$ cat config.mk
export PLATFORM = sky130hd
export DESIGN_NAME = hdp_spi_master
export DESIGN_NICKNAME = d
export VERILOG_FILES = /design/src/rtl/hdp_spi_master.sv
export SDC_FILE = /design/constraint.sdc
export NUM_CORES = 1
export LEC_CHECK = 0
export BUFFER_PORTS_ARGS = -buffer_cell sky130_fd_sc_hd__buf_4
export CORE_MARGIN = 2
export CORE_UTILIZATION = 55
export CTS_CLUSTER_SIZE = 20
export DETAILED_ROUTE_END_ITERATION = 16
export GPL_ROUTABILITY_DRIVEN = 0
export PLACE_DENSITY_LB_ADDON = 0.2
export SETUP_SLACK_MARGIN = 0.05
export SLEW_MARGIN = 40
export SYNTH_ARGS = -nofsm -noshare
export SYNTH_HDL_FRONTEND = slang
export SYNTH_SLANG_ARGS = --single-unit
export TNS_END_PERCENT = 5
$ cat constraint.sdc
create_clock -name i_clock -period 1.9 [get_ports i_clock]
set_input_delay 0.285 -clock i_clock [delete_from_list [all_inputs] [get_ports i_clock]]
set_output_delay 0.285 -clock i_clock [all_outputs]
set_load 0.03 [all_outputs]
$ cat src/rtl/hdp_spi_master.sv
// HDP serial-bus master: shifts one 16-bit register-access frame (rw, addr, data) MSB first
// on SEN/SCK/SDAT and captures the read byte from SOUT through a start/busy/done handshake.
module hdp_spi_master #(
   parameter int unsigned CLK_DIV    = 4,
   parameter int unsigned GAP_CYCLES = 4
) (
   input  logic       i_clock,
   input  logic       i_reset,
   input  logic       i_start,
   input  logic       i_rw,
   input  logic [6:0] i_addr,
   input  logic [7:0] i_wdata,
   output logic       o_busy,
   output logic       o_done,
   output logic [7:0] o_rdata,
   input  logic       i_sout,
   output logic       o_sen,
   output logic       o_sck,
   output logic       o_sdat
);

   localparam int unsigned MaxCnt = (CLK_DIV > GAP_CYCLES) ? CLK_DIV : GAP_CYCLES;
   localparam int unsigned CntW   = $clog2(MaxCnt + 1);
   localparam logic [CntW-1:0] DivLast = CntW'(CLK_DIV - 1);
   localparam logic [CntW-1:0] GapLast = CntW'(GAP_CYCLES - 1);

   typedef enum logic [1:0] {StIdle, StShift, StHold, StGap} state_e;

   state_e          state_q, state_d;
   logic [CntW-1:0] cnt_q, cnt_d;
   logic            phase_q, phase_d;
   logic [3:0]      bit_q, bit_d;
   logic [15:0]     frame_q, frame_d;
   logic [7:0]      rx_q, rx_d;
   logic [7:0]      rdata_q, rdata_d;
   logic            done_q, done_d;

   always_comb begin
      state_d = state_q;
      cnt_d   = cnt_q;
      phase_d = phase_q;
      bit_d   = bit_q;
      frame_d = frame_q;
      rx_d    = rx_q;
      rdata_d = rdata_q;
      done_d  = 1'b0;
      unique case (state_q)
         StIdle: begin
            if (i_start) begin
               frame_d = {i_rw, i_addr, (i_rw ? 8'h00 : i_wdata)};
               cnt_d   = '0;
               phase_d = 1'b0;
               bit_d   = 4'd15;
               state_d = StShift;
            end
         end
         StShift: begin
            if (cnt_q == DivLast) begin
               cnt_d = '0;
               if (!phase_q) begin
                  phase_d = 1'b1;
                  // This edge raises SCK; the data phase (bits 7..0) samples SOUT here.
                  if (!bit_q[3]) begin
                     rx_d = {rx_q[6:0], i_sout};
                  end
               end else begin
                  phase_d = 1'b0;
                  if (bit_q == 4'd0) begin
                     state_d = StHold;
                  end else begin
                     bit_d = bit_q - 4'd1;
                  end
               end
            end else begin
               cnt_d = cnt_q + 1'b1;
            end
         end
         StHold: begin
            if (cnt_q == DivLast) begin
               cnt_d   = '0;
               state_d = StGap;
            end else begin
               cnt_d = cnt_q + 1'b1;
            end
         end
         StGap: begin
            if (cnt_q == GapLast) begin
               cnt_d   = '0;
               state_d = StIdle;
               done_d  = 1'b1;
               if (frame_q[15]) begin
                  rdata_d = rx_q;
               end
            end else begin
               cnt_d = cnt_q + 1'b1;
            end
         end
         default: state_d = StIdle;
      endcase
   end

   always_ff @(posedge i_clock) begin
      if (i_reset) begin
         state_q <= StIdle;
         cnt_q   <= '0;
         phase_q <= 1'b0;
         bit_q   <= 4'd0;
         frame_q <= 16'h0000;
         rx_q    <= 8'h00;
         rdata_q <= 8'h00;
         done_q  <= 1'b0;
      end else begin
         state_q <= state_d;
         cnt_q   <= cnt_d;
         phase_q <= phase_d;
         bit_q   <= bit_d;
         frame_q <= frame_d;
         rx_q    <= rx_d;
         rdata_q <= rdata_d;
         done_q  <= done_d;
      end
   end

   always_comb begin
      o_sen   = !((state_q == StShift) || (state_q == StHold));
      o_sck   = (state_q == StShift) && phase_q;
      // HOLD keeps bit_q at 0, so SDAT keeps presenting bit 0 there.
      o_sdat  = ((state_q == StShift) || (state_q == StHold)) ? frame_q[bit_q] : 1'b0;
      o_busy  = (state_q != StIdle);
      o_done  = done_q;
      o_rdata = rdata_q;
   end

endmodule

# Word level (Yosys, flattened, before mapping)
# Index checks and enable logic that the tools add are counted.
op_classes:
  n_reduce_logical: 15
  bitwise: 3
  n_lt_le_gt_ge: 1
  mux: 24
  add_sub_neg: 2
  n_eq_ne: 11
ops:
  columns: ["cell", "count"]
  rows:
  - ["$mux 4", 4]
  - ["$ne 2x2->1 const B", 7]
  - ["$mux 2", 6]
  - ["$mux 8", 1]
  - ["$pmux 2 s4", 1]
  - ["$pmux 4 s2", 1]
  - ["$mux 1", 6]
  - ["$mux 3", 2]
  - ["$pmux 3 s2", 1]
  - ["$reduce_and 3->1", 2]
  - ["$reduce_and 6->1", 1]
  - ["$lt 4x5->1 const B", 1]
  - ["$reduce_and 5->1", 1]
  - ["$bmux 1 s4", 1]
  - ["$eq 2x2->1 const B", 2]
  - ["$logic_not 4->1", 1]
  - ["$reduce_and 4->1", 1]
  - ["$reduce_bool 2->1", 2]
  - ["$sub 4x1->4 const B", 1]
  - ["$add 3x1->3 const B", 1]
  - ["$eq 3x2->1 const B", 1]
  - ["$not 1->1", 3]
  - ["$reduce_or 3->1", 1]
  - ["$eq 2x1->1 const B", 1]
  - ["7 further kinds", 7]
word_totals:
  wordCells: 64
  register_bits: 43
  output_inout_bits: 13

# Longest topological paths before layout
logic_depth:
  depth_word: 5
  depth_mapped: 7

# Least setup slack after synthesis
# No wires, ideal clock.
synth_timing:
  path_kind: "register to output"
  startpoint: "register bit_q[0]"
  endpoint: "output o_sdat"
  t_arrival_ps: 1459
  t_required_ps: 1615
  path_slack_ps: 156
  stages_incl_launch_ff: 6
  path_cell_list: "dfxtp_1 buf_6 mux4_2 o22ai_1 a311o_1 a21oi_2"
synth_between:
  elab_chain_cells: 3
synth_lines:
  columns: ["item", "line_no", "source"]
  rows:
  - ["start, declared", "32", "logic [3:0] bit_q, bit_d;"]
  - ["start signal, assigned", "116", "bit_q <= bit_d;"]
  - ["$bmux 1 s4", "128", "o_sdat = ((state_q == StShift) || (state_q == StHold)) ? frame_q[bit_q] : 1'b0;"]
  - ["$mux 1 (implied by the code)", "128", null]
  - ["$mux 1", "128", null]
  - ["end, declared", "19", "output logic o_sdat"]
# No other way between the ends. The select of a mux whose other input is x is not followed.

# Worst setup path in the final report
# Ends and elaborated chain as after synthesis.

==> results by group <==
Outcome
  • Outcome: finished with violations
  • Failing checks: setup timing

Logic synthesis
  • Share of the synthesized area in the top cell type: 0.442
  • Number of register bits inferred by synthesis: between 40 and 50
  • Unique cell type count in the Yosys netlist: 37
  • Library cell occupying the most area in the post-synthesis netlist: sky130_fd_sc_hd__dfxtp_1
  • Syn Nets: between 200 and 300
  • Top cells by area in the synthesized netlist: sky130_fd_sc_hd__dfxtp_1 44%, sky130_fd_sc_hd__nand2_1 8.7%, sky130_fd_sc_hd__a21oi_1 7.7%
  • Fraction of the yosys area taken by sequential cells: 0.442
  • Count of mapped cells out of synthesis: roughly 220
  • Cell area after synthesis: just under 2000 µm²
  • Synthesized area divided by synthesized cell count: between 8 and 9 µm²
  • Number of warning messages in the yosys log: 0

Global route
  • Number of antenna violations at the first check in global routing: 0
  • Final global-route overflow total: 0
  • Via count of the first global-routing pass: ~1500
  • Maximum number of pins on one net before global-route repair: 46
  • First-pass GRT wire length: ~6800 µm
  • All-layer global routing usage: 0.215

Power
  • Net switching power of the design: 985 µW
  • Fraction of power consumed by the clock network: 0.183
  • Sw Ratio: 0.364
  • Portion of total power attributed to combinational logic: 0.388
  • Internal Dissipation: between 1500 and 2000 µW
  • Proportion of power drawn by flip-flops and latches: 0.428
  • Cell Pwr Density: about 1200 nW/µm²
  • Leak pwr: 0.000889 µW
  • Maximum vdd ir drop: approximately 0.62 mV

Critical path
  • WP data required: approximately 1.6 ns
  • Critical-path maximum fanout: 6
  • Sort of element at the start of the critical path: flop
  • Worst setup EP type: primary output
  • Worst Setup Path Type: flop to primary output
  • Worst endpoint data arrival time: approximately 1.8 ns

Timing
  • Highest attainable clock frequency: 0.478 GHz
  • Post-route worst hold slack: about 0.18 ns
  • Total count of hold-check failures in the final report: 0
  • Worst clock skew: 0.00692 ns
  • Clock period minus worst slack: about 2.1 ns
  • Setup Total Neg Slack: -0.190 ns
  • Worst slew margin relative to its limit: 0.699
  • Fin. max-slew vios: 0
  • Slew at the pin closest to its max-slew limit: between 0.4 and 0.5 ns
  • Setup repair after global routing missed its margin: true
  • Ratio of final minimum period to clock period: 1.10
  • Post-layout worst setup margin: -0.190 ns
  • Final number of setup-violating endpoints: 1

Detailed routing
  • Wire length after detailed routing: 3950 µm
  • Iteration-0 DRC count of the detailed router: 59
  • Routed via count: between 1500 and 2000
  • Initial DRT Pass Iterations: 5
  • Post-route DRC: 0
  • Average detailed-routed wire length per instance: ~13 µm
  • Antenna-violating nets left: 0
  • Via/cell ratio: 5.33

Placement
  • DP HPWL: 2760 µm
  • Count of input and output buffers: 32

Floorplanning
  • Area inside the core boundary: roughly 3400 µm²
  • Number of standard-cell rows in the floorplan: 21
  • Vertical die dimension: around 63 µm
  • Die X: approximately 63 µm
  • Number of top-level design ports: 33
  • Starting utilization of the core area: 0.579
  • Die area: 4030 µm²

Clock tree
  • CTS root buf: sky130_fd_sc_hd__clkbuf_4
  • Clock sinks: between 40 and 50
  • Post-CTS repair timing setup buffer count: 0
  • Latest clock arrival within the worst-skew pair: 0.35 ns
  • Worst-path clk slew: between 0.1 and 0.15 ns
  • Maximum clock path buffer count: 2
  • Total clock buffers created by CTS: 5
  • Hold buffer count at CTS: 0
  • CTS H-Tree Depth: 2
  • TritonCTS clock tree: yes

Final layout
  • Most common cell after layout, fill and taps aside: sky130_fd_sc_hd__nand2_1
  • Most used cells in the layout excluding fill and tap cells: 45 x sky130_fd_sc_hd__nand2_1, 39 x sky130_fd_sc_hd__dfxtp_1, 36 x sky130_fd_sc_hd__buf_4
  • Number of nets in the layout: about 280
  • Area growth from synthesis to layout: 19.7%
  • Layout cells sized above 1: 0.241
  • Antenna diode count: 0
  • Filler cell count: 296

Flow run
  • Count of max-cap constraint violations: 0

Worst hold path
  • Path type of the worst min-delay path: input pin to flop
-- cell families (layout without fill, tap and decap cells) --
logic type	count (synthesis)	after routing	share of synthesized area
AND/OR/NAND/NOR	87	87	0.210
AO/OA/AOI/OAI	48	48	0.148
flip-flops	43	43	0.442
buffers and inverters	23	56	0.0572
multiplexers	16	16	0.0970
adder cells (fa/ha/maj)	7	7	0.0450
-- flip-flops by register name, summed over array words and instances, names as in the netlist --
| name | flops |
|---|---|
| bit_q | 4 |
| cnt_q | 3 |
| frame_q | 16 |
| o_done | 1 |
| o_rdata | 8 |
| phase_q | 1 |
| rx_q | 8 |
| state_q | 2 |
-- metal layers --
metal  vias to the layer above  track usage  wire (µm)
met4                         0        0.120         87
met1                       739        0.283       1940
li1                        837            -          -
met3                         7       0.0571        154
met5                         -            0          0
met2                        31        0.318       1770
-- through the flow --
stage / std cells / total power, µW / util / cell area (µm²) / setup slack, ns
after global placement: 295 / 2130 / 0.661 / 2220 / 0.0236
after CTS: 303 / 2680 / 0.687 / 2310 / -0.202
after global routing: 303 / 2900 / 0.693 / 2330 / -0.280
after floorplan: 224 / 1890 / - / 1950 / 0.156
final: 303 / 2710 / 0.693 / 2330 / -0.190
after detailed placement: 295 / 2160 / 0.661 / 2220 / -0.0168
-- layout make-up --
type                            instances  area (µm²)  share of cell area
Tap cell                               46        57.6              0.0247
Multi-Input combinational cell        158        1000               0.431
Clock buffer                            8        68.8              0.0295
Timing Repair Buffer                   38         293               0.126
Sequential cell                        43         868               0.373
Inverter                               10        37.5              0.0161
-- critical path, cell delays in order (launching register included) --
cell                       delay, ns
sky130_fd_sc_hd__dfxtp_4        0.42
sky130_fd_sc_hd__mux4_2         0.50
sky130_fd_sc_hd__o22a_1         0.19
sky130_fd_sc_hd__o311ai_2       0.09
sky130_fd_sc_hd__a21oi_2        0.11
sky130_fd_sc_hd__buf_6          0.15
-- path summary, 6_finish.rpt --
kind                               endpoint  startpoint  slack, ns  depth (start not counted)
worst max-delay path                 o_sdat    bit_q[0]      -0.19                          5
worst min-delay path            frame_q[12]   i_addr[4]       0.18                          3
worst max register to register   state_q[1]    bit_q[0]       0.18                          7
worst min register to register   frame_q[2]  frame_q[2]       0.46                          2
-- Yosys cell counts --
cell / number
sky130_fd_sc_hd__nand2_1: 45
sky130_fd_sc_hd__dfxtp_1: 43
sky130_fd_sc_hd__a21oi_1: 30
sky130_fd_sc_hd__nor2_1: 13
sky130_fd_sc_hd__mux2i_1: 11
sky130_fd_sc_hd__inv_1: 10
sky130_fd_sc_hd__nand3b_1: 10
sky130_fd_sc_hd__clkbuf_1: 7
sky130_fd_sc_hd__ha_1: 7
sky130_fd_sc_hd__nand2b_1: 6
sky130_fd_sc_hd__nor3_1: 4
sky130_fd_sc_hd__buf_2: 3
sky130_fd_sc_hd__mux2_2: 3
sky130_fd_sc_hd__a211oi_1: 2
sky130_fd_sc_hd__a311oi_1: 2
sky130_fd_sc_hd__a31oi_1: 2
sky130_fd_sc_hd__mux4_2: 2
sky130_fd_sc_hd__nand3_1: 2
sky130_fd_sc_hd__o21ai_0: 2
sky130_fd_sc_hd__o21bai_1: 2
sky130_fd_sc_hd__o22ai_1: 2
sky130_fd_sc_hd__a2111oi_0: 1
sky130_fd_sc_hd__a21boi_2: 1
sky130_fd_sc_hd__a21oi_2: 1
sky130_fd_sc_hd__a311o_1: 1
sky130_fd_sc_hd__and2_1: 1
sky130_fd_sc_hd__and2b_1: 1
sky130_fd_sc_hd__and3_1: 1
sky130_fd_sc_hd__buf_4: 1
sky130_fd_sc_hd__buf_6: 1
sky130_fd_sc_hd__clkbuf_8: 1
sky130_fd_sc_hd__nor2b_1: 1
sky130_fd_sc_hd__nor3b_1: 1
sky130_fd_sc_hd__nor4_1: 1
sky130_fd_sc_hd__nor4b_1: 1
sky130_fd_sc_hd__o22a_1: 1
sky130_fd_sc_hd__o311ai_0: 1
-- power groups by stage --
stage                     clock [µW]  combinational, µW  sequential [µW]
final                            496               1050             1160
after global routing             551               1170             1180
after CTS                        512               1020             1150
after detailed placement           0                994             1160
after global placement             0                969             1160
after floorplan                    0                786             1100
-- repair_timing --
item	4_1_cts	5_1_grt
pin swaps	2	3
gates resized for setup	6	7
setup endpoints to repair	3	27
(Power assumes the default switching activity.)
